## config.mk

```make
export PLATFORM = sky130hd
export DESIGN_NAME = imm_gen_pipe
export DESIGN_NICKNAME = d
export VERILOG_FILES = /design/src/rtl/imm_gen_pipe.sv
export SDC_FILE = /design/constraint.sdc
export NUM_CORES = 1
export LEC_CHECK = 0
export ABC_AREA = 1
export BUFFER_PORTS_ARGS = -buffer_cell sky130_fd_sc_hd__buf_2
export CAP_MARGIN = 20
export CELL_PAD_IN_SITES_DETAIL_PLACEMENT = 1
export CELL_PAD_IN_SITES_GLOBAL_PLACEMENT = 2
export CORE_MARGIN = 3
export CORE_UTILIZATION = 42
export CTS_BUF_LIST = sky130_fd_sc_hd__clkbuf_8
export CTS_CLUSTER_SIZE = 10
export DETAILED_ROUTE_END_ITERATION = 8
export HOLD_SLACK_MARGIN = 0.12
export PLACE_DENSITY = 0.95
export SYNTH_ARGS = -nofsm -noshare
export SYNTH_HDL_FRONTEND = slang
export SYNTH_SLANG_ARGS = --single-unit
```

## constraint.sdc

```tcl
create_clock -name clk -period 7.75 [get_ports clk]
set_clock_uncertainty 0.2 [all_clocks]
set_input_delay 2.325 -clock clk [delete_from_list [all_inputs] [get_ports clk]]
set_output_delay 2.325 -clock clk [all_outputs]
set_load 0.01 [all_outputs]
```

## src/rtl/imm_gen_pipe.sv

```systemverilog
// Pipelined immediate generator: stage-1 instruction register feeding an in-order result FIFO.
// Optional feature macro: IMM_GEN_CSR_UIMM_EN (enables the CSR uimm immediate for type 6).
module imm_gen_pipe #(
  parameter int XLEN       = 64,
  parameter int FIFO_DEPTH = 4,
  parameter int TAG_W      = 5
) (
  input  logic                              clk,
  input  logic                              rst_n,
  input  logic                              flush,
  input  logic                              in_valid,
  output logic                              in_ready,
  input  logic [31:0]                       in_inst,
  input  logic [2:0]                        in_type,
  input  logic [TAG_W-1:0]                  in_tag,
  output logic                              out_valid,
  input  logic                              out_ready,
  output logic [XLEN-1:0]                   out_imm,
  output logic [TAG_W-1:0]                  out_tag,
  output logic                              out_illegal,
  output logic [$clog2(FIFO_DEPTH+1)-1:0]   occupancy
);

  localparam int CNT_W = $clog2(FIFO_DEPTH + 1);
  localparam int PTR_W = $clog2(FIFO_DEPTH);

  localparam logic [2:0] T_U     = 3'd0;
  localparam logic [2:0] T_J     = 3'd1;
  localparam logic [2:0] T_I     = 3'd2;
  localparam logic [2:0] T_B     = 3'd3;
  localparam logic [2:0] T_S     = 3'd4;
  localparam logic [2:0] T_SHAMT = 3'd5;
  localparam logic [2:0] T_CSR   = 3'd6;

  // Every format fits in 32 bits; sext selects sign- versus zero-extension to XLEN.
  function automatic logic [XLEN:0] gen_imm(input logic [31:0] inst, input logic [2:0] typ);
    logic [31:0] v_s;
    logic        sext_s;
    logic        ill_s;
    logic [XLEN-1:0] imm_s;
    v_s    = 32'd0;
    sext_s = 1'b0;
    ill_s  = 1'b0;
    case (typ)
      T_U: begin
        v_s    = {inst[31:12], 12'd0};
        sext_s = 1'b1;
      end
      T_J: begin
        v_s    = {{12{inst[31]}}, inst[19:12], inst[20], inst[30:21], 1'b0};
        sext_s = 1'b1;
      end
      T_I: begin
        v_s    = {{20{inst[31]}}, inst[31:20]};
        sext_s = 1'b1;
      end
      T_B: begin
        v_s    = {{20{inst[31]}}, inst[7], inst[30:25], inst[11:8], 1'b0};
        sext_s = 1'b1;
      end
      T_S: begin
        v_s    = {{20{inst[31]}}, inst[31:25], inst[11:7]};
        sext_s = 1'b1;
      end
      T_SHAMT: begin
        if (XLEN == 32) begin
          if (inst[25]) begin
            ill_s = 1'b1;
          end else begin
            v_s = {27'd0, inst[24:20]};
          end
        end else begin
          v_s = {26'd0, inst[25:20]};
        end
      end
`ifdef IMM_GEN_CSR_UIMM_EN
      T_CSR: begin
        v_s = {27'd0, inst[19:15]};
      end
`else
      T_CSR: begin
        ill_s = 1'b1;
      end
`endif
      default: begin
        ill_s = 1'b1;
      end
    endcase
    if (sext_s) begin
      imm_s = XLEN'($signed(v_s));
    end else begin
      imm_s = XLEN'(v_s);
    end
    return {ill_s, imm_s};
  endfunction

  logic                  s1_valid_r;
  logic [31:0]           s1_inst_r;
  logic [2:0]            s1_type_r;
  logic [TAG_W-1:0]      s1_tag_r;

  logic [XLEN-1:0]       imm_mem_r [FIFO_DEPTH];
  logic [TAG_W-1:0]      tag_mem_r [FIFO_DEPTH];
  logic                  ill_mem_r [FIFO_DEPTH];
  logic [PTR_W-1:0]      wr_ptr_r;
  logic [PTR_W-1:0]      rd_ptr_r;
  logic [CNT_W-1:0]      count_r;

  logic                  head_valid_s;
  logic                  pop_raw_s;
  logic                  pop_s;
  logic                  advance_s;
  logic                  push_s;
  logic                  accept_s;
  logic [XLEN:0]         gen_s;

  // Handshake decode; a pop frees a slot in the same cycle so stage 1 may advance into a full FIFO.
  always_comb begin
    head_valid_s = (count_r != CNT_W'(0));
    pop_raw_s    = head_valid_s && out_ready;
    pop_s        = pop_raw_s && !flush;
    advance_s    = s1_valid_r && ((count_r < CNT_W'(FIFO_DEPTH)) || pop_raw_s);
    push_s       = advance_s && !flush;
    in_ready     = !flush && (!s1_valid_r || advance_s);
    accept_s     = in_valid && in_ready;
    gen_s        = gen_imm(s1_inst_r, s1_type_r);
  end

  // Stage-1 register: loads on accept, empties when its entry moves into the FIFO.
  always_ff @(posedge clk or negedge rst_n) begin
    if (!rst_n) begin
      s1_valid_r <= 1'b0;
      s1_inst_r  <= 32'd0;
      s1_type_r  <= 3'd0;
      s1_tag_r   <= '0;
    end else if (flush) begin
      s1_valid_r <= 1'b0;
    end else if (accept_s) begin
      s1_valid_r <= 1'b1;
      s1_inst_r  <= in_inst;
      s1_type_r  <= in_type;
      s1_tag_r   <= in_tag;
    end else if (advance_s) begin
      s1_valid_r <= 1'b0;
    end else begin
      s1_valid_r <= s1_valid_r;
    end
  end

  // FIFO storage; contents beyond the count are never observed, so no reset is needed.
  always_ff @(posedge clk) begin
    if (push_s) begin
      imm_mem_r[wr_ptr_r] <= gen_s[XLEN-1:0];
      tag_mem_r[wr_ptr_r] <= s1_tag_r;
      ill_mem_r[wr_ptr_r] <= gen_s[XLEN];
    end
  end

  // FIFO pointers and entry count; flush empties the queue outright.
  always_ff @(posedge clk or negedge rst_n) begin
    if (!rst_n) begin
      wr_ptr_r <= '0;
      rd_ptr_r <= '0;
      count_r  <= '0;
    end else if (flush) begin
      wr_ptr_r <= '0;
      rd_ptr_r <= '0;
      count_r  <= '0;
    end else begin
      if (push_s) begin
        wr_ptr_r <= wr_ptr_r + PTR_W'(1);
      end else begin
        wr_ptr_r <= wr_ptr_r;
      end
      if (pop_s) begin
        rd_ptr_r <= rd_ptr_r + PTR_W'(1);
      end else begin
        rd_ptr_r <= rd_ptr_r;
      end
      case ({push_s, pop_s})
        2'b10:   count_r <= count_r + CNT_W'(1);
        2'b01:   count_r <= count_r - CNT_W'(1);
        default: count_r <= count_r;
      endcase
    end
  end

  // Head presentation, forced to zero while the FIFO is empty.
  always_comb begin
    out_valid = head_valid_s;
    occupancy = count_r;
    if (head_valid_s) begin
      out_imm     = imm_mem_r[rd_ptr_r];
      out_tag     = tag_mem_r[rd_ptr_r];
      out_illegal = ill_mem_r[rd_ptr_r];
    end else begin
      out_imm     = '0;
      out_tag     = '0;
      out_illegal = 1'b0;
    end
  end

endmodule

```

# Yosys cells after proc, flatten, opt, wreduce, memory -nomap -nowiden
# Memory sizes are Yosys's and may differ from the RTL's.
# Index checks and enable logic that the tools add are counted.
dict set report op_classes {
  n_eq_ne 7
  n_addsub 4
  n_mux 18
  bitwise 1
  magnitude_cmp 1
  n_reduce_logical 19
}
# op count
set ops {}
lappend ops {{32-bit one-hot mux with 6 select lines} 1}
lappend ops {{64-bit two-way mux} 2}
lappend ops {{3-bit nonzero test} 3}
lappend ops {{1-bit two-way mux} 8}
lappend ops {{2-bit two-way mux} 4}
lappend ops {{3-bit by 2-bit == test with 1-bit output (second input constant)} 2}
lappend ops {{3-bit == test (second input constant)} 2}
lappend ops {{1-bit logical AND} 6}
lappend ops {{3-bit one-hot mux with 2 select lines} 1}
lappend ops {{6-bit OR reduction} 1}
lappend ops {{5-bit two-way mux} 1}
lappend ops {{5-bit OR reduction} 1}
lappend ops {{2-bit by 1-bit adder with 2-bit output (second input constant)} 2}
lappend ops {{2-bit nonzero test} 2}
lappend ops {{3-bit by 1-bit adder with 3-bit output (second input constant)} 1}
lappend ops {{3-bit by 1-bit == test with 1-bit output (second input constant)} 1}
lappend ops {{3-bit zero test} 1}
lappend ops {{3-bit < comparator (second input constant)} 1}
lappend ops {{3-bit two-way mux} 1}
lappend ops {{3-bit by 1-bit subtractor with 3-bit output (second input constant)} 1}
lappend ops {{2-bit by 1-bit == test with 1-bit output (second input constant)} 1}
lappend ops {{2-bit == test (second input constant)} 1}
lappend ops {{1-bit zero test} 2}
lappend ops {{1-bit logical OR} 2}
lappend ops {{other kinds (2)} 2}
dict set report totals {
  ram_bits 280
  memories 3
  regBits 48
  output_inout_bits 75
  elab_cells 60
}
# memory words width rd rd_clocked_by_memory_dff write_ports line_no
set memory_table {}
lappend memory_table {imm_mem_r 4 64 1 0 1 102} ;# logic [XLEN-1:0] imm_mem_r [FIFO_DEPTH];
lappend memory_table {tag_mem_r 4 5 1 0 1 103} ;# logic [TAG_W-1:0] tag_mem_r [FIFO_DEPTH];
lappend memory_table {ill_mem_r 4 1 1 0 1 104} ;# logic ill_mem_r [FIFO_DEPTH];

# Depth between registers and ports, before layout
dict set report logic_depth {
  depth_word 9
  depth_mapped 10
}

# Worst setup path after synthesis
# OpenSTA, ideal clock, no wires.
dict set report synth_path {
  path_kind {input port to output port}
  start {input port out_ready}
  end {output port in_ready}
  path_stages 5
  path_buffers 1
  slack_ns 2.464
  t_arrival_ns 2.761
  path_cell_list {inv_1 > nand3_1 > nand2_1 > inv_2 > buf_2}
}
dict set report synth_via {
  elab_chain_len 5
}
# item line_no
set synth_lines {}
lappend synth_lines {{start, declared} 17} ;# input logic out_ready,
lappend synth_lines {{1-bit logical AND} 120} ;# pop_raw_s = head_valid_s && out_ready;
lappend synth_lines {{1-bit logical OR} 122} ;# advance_s = s1_valid_r && ((count_r < CNT_W'(FIFO_DEPTH)) || pop_raw_s);
lappend synth_lines {{1-bit logical AND} 122}
lappend synth_lines {{1-bit logical OR} 124} ;# in_ready = !flush && (!s1_valid_r || advance_s);
lappend synth_lines {{1-bit logical AND} 124}
lappend synth_lines {{end, declared} 12} ;# output logic in_ready,
# Every way passes these cells.

# Worst setup path after layout
# Ends and elaborated chain as after synthesis.

==> impl_metrics.toml <==
[final_layout]
diodes = 0
mostFrequentLayoutCells = "178 x nor2_1, 156 x edfxtp_1, 112 x buf_2, 93 x o21ai_0, 80 x nand2_1"
nets = 891
drive_above_1_share_pct = 20.26
layout.cells.non_filler = 1119
filler_cell_count = 2191
final_core_util_pct = 47.86
areaGrowthSynthToFinish_pct = 11.55
seqCellArea_um2 = 5712
fin_area_um2 = 9375
multiInputGateArea_um2 = 2142
mostFrequentLayoutCell = "nor2_1"

[critical_path]
timing.rr.start = "rd_ptr_r[0]"
crit_fanout = 21
cp_slowest_stage_delay_ps = 290
worstReg2RegEnd = "rd_ptr_r[0]"
critical_path_buf_inv_count = 4
worstPathCellList = "buf_2 -> inv_1 -> nand3_1 -> nand2_1 -> inv_2 -> buf_2"
crit_path_frequent_cell = "buf_2"
reg2reg_depth = 3
slowest_stage = "inv_2"
worstSetupPathType = "in2out"
crit_family = "buffers and inverters"
startpoint_type = "primary input"
r2r_slack_ps = 5410
cp_data_arrival_time_ps = 3170
cp-end-kind = "primary output"
crit_required_ps = 5220

[global_routing]
grt_usage_pct = 19.48
grt_max_degree = 62
grt_pass1_vias = 5982
grt.overflow.total = 0
grt_pass1_wl_um = 32580
grt_antenna_before_repair = 0

[die]
fp.dieW_um = 147.5
io_pins = 120
start_util_pct = 42.90
core_area_um2 = 19590
chipHeight_um = 147.5
rows = 51
fp.dieArea_um2 = 21740

[timing]
setup_viol = 0
finalCriticalPeriod_ps = 5699
slew_headroom_pct = 30.26
hold_ws_ps = 280.1
tns_ps = 0
fmax_ghz = 0.1755
finalHoldViolations = 0
rsz0062_at_grt = "false"
post-route-period-util_pct = 73.54
maxSlewViolCount = 0
worstMarginPinSlew_ps = 1046

[synthesis]
syn_area_um2 = 8404
synth_area_per_cell_um2 = 10.87
syn_nets = 823
syn-instance-count = 773
yosysSeqAreaShare_pct = 67.95
ys_types = 26
synth-seq-cells = 197
yosysWarnings = 0

[clocking]
cts_inserted_buffers = 17
clock_sinks = 197
cts_setup_buffers = 0
cts_root_buf = "clkbuf_8"
h-tree-depth = 4
postCtsHoldBufs = 0
cts_resized = 0
tritoncts = "yes"
clk_pin_slew_ps = 90
clock_latency_ps = 480
cts_buffer_depth = 2

[drt]
routed_wl_um = 20630
num_vias = 5749
viasPerCell = 5.138
drc = 0
wire_per_inst_um = 18.44
drt_iter0_markers = 359
drt_first_pass_iters = 4
postRouteAntennaNets = 0

[run_status]
status = "finished, final reports clean"

[power]
combPwrFrac_pct = 30.1
switching_share_pct = 35.18
power.density_nw_per_um2 = 307.1
p_leak_nw = 3.790
power.clock.fraction_pct = 23.9
switching_power_mw = 1.013
vdd_ir_drop_max_uv = 124.5
seqPwrFrac_pct = 46.0
p_int_mw = 1.866

[hold_path]
hp-start = "s1_inst_r[18]"
min_to = "s1_inst_r[18]"
hp-class = "reg2reg"
min_path_cells = 2

[placement]
placed_area_um2 = 8937
portBuffers = 112
dpl.hpwl_um = 12570
gp_congestion = 0.7905
place_inst = 1086

[run]
cap_viol_max_count = 0
## through the flow
step                worst slack [ps]  power, mW
CTS                             2030      2.911
global placement                2057      2.195
finish                          2051      2.879
global route                    1866      3.053
floorplan                       2464      1.978
detailed placement              2032      2.230
## tightest hold or removal path, delay by kind of cell (launching register included)
kind             cells  cell delay [ps]
AND/OR/NAND/NOR      2               90
flip-flops           1              360
## registers in the layout, indices dropped and copies added, names as in the netlist
| name | cells |
|---|---|
| occupancy | 3 |
| s1_tag_r | 5 |
| wr_ptr_r | 2 |
| imm_mem_r | 132 |
| s1_valid_r | 1 |
| s1_type_r | 3 |
| ill_mem_r | 4 |
| rd_ptr_r | 2 |
| tag_mem_r | 20 |
| s1_inst_r | 25 |
## per-layer routing
layer	vias to the layer above	track usage [%]	wire, um
li1	2728	-	-
met4	0	5.079	263
met3	19	3.311	1041
met2	174	33.71	10460
met5	-	0	0
met1	2828	25.74	8867
## cells in the mapped netlist (all sizes together)
| master | n | area [um2] |
|---|---|---|
| nor3 | 2 | 10.01 |
| a22o | 1 | 8.760 |
| inv | 33 | 123.9 |
| a21oi | 61 | 316.6 |
| nand2 | 81 | 306.6 |
| fa | 1 | 20.02 |
| clkbuf | 18 | 67.56 |
| dfrtp | 41 | 1026 |
| ha | 4 | 50.05 |
| nand3 | 36 | 185.2 |
| nand3b | 1 | 7.510 |
| o21ai | 98 | 494.2 |
| nor2 | 183 | 694.4 |
| nand4 | 1 | 6.260 |
| buf | 55 | 394.1 |
| edfxtp | 156 | 4684 |
| xnor2 | 1 | 8.760 |
## cell type report
cell class | instances | share of cell area, %
Multi-Input combinational cell | 470 | 22.85
Clock inverter | 13 | 1.668
Inverter | 33 | 1.321
Clock buffer | 19 | 2.789
Timing Repair Buffer | 122 | 6.913
Sequential cell | 197 | 60.92
Tap cell | 265 | 3.537
## power by group through the flow
stage	Clock [mW]	Sequential (mW)	Combinational, mW
2_1_floorplan	0	1.31	0.672
3_3_place_gp	0	1.34	0.854
3_5_place_dp	0	1.35	0.883
4_1_cts	0.701	1.32	0.887
5_1_grt	0.747	1.34	0.971
6_report	0.688	1.32	0.867
## kinds of logic after synthesis
logic type                 share of synthesized area [%]
DFF                                                67.95
and+or+nand+nor                                    14.40
adders and majority gates                         0.8337
xor gates and xnor gates                          0.1042
buffers and inverters                              6.967
AOI/OAI and AO/OA                                  9.752
## how the worst max path moves through the flow
stage | slack (ps) | endpoint | start | cells past startpoint
after floorplan | 2460 | in_ready | out_ready | 5
after global placement | 2060 | in_ready | flush | 5
after detailed placement | 2030 | in_ready | out_ready | 6
after CTS | 2030 | in_ready | out_ready | 6
after global routing | 1870 | out_imm[42] | rd_ptr_r[0] | 5
final | 2050 | in_ready | out_ready | 6
Power figures use the tool's default switching activity.
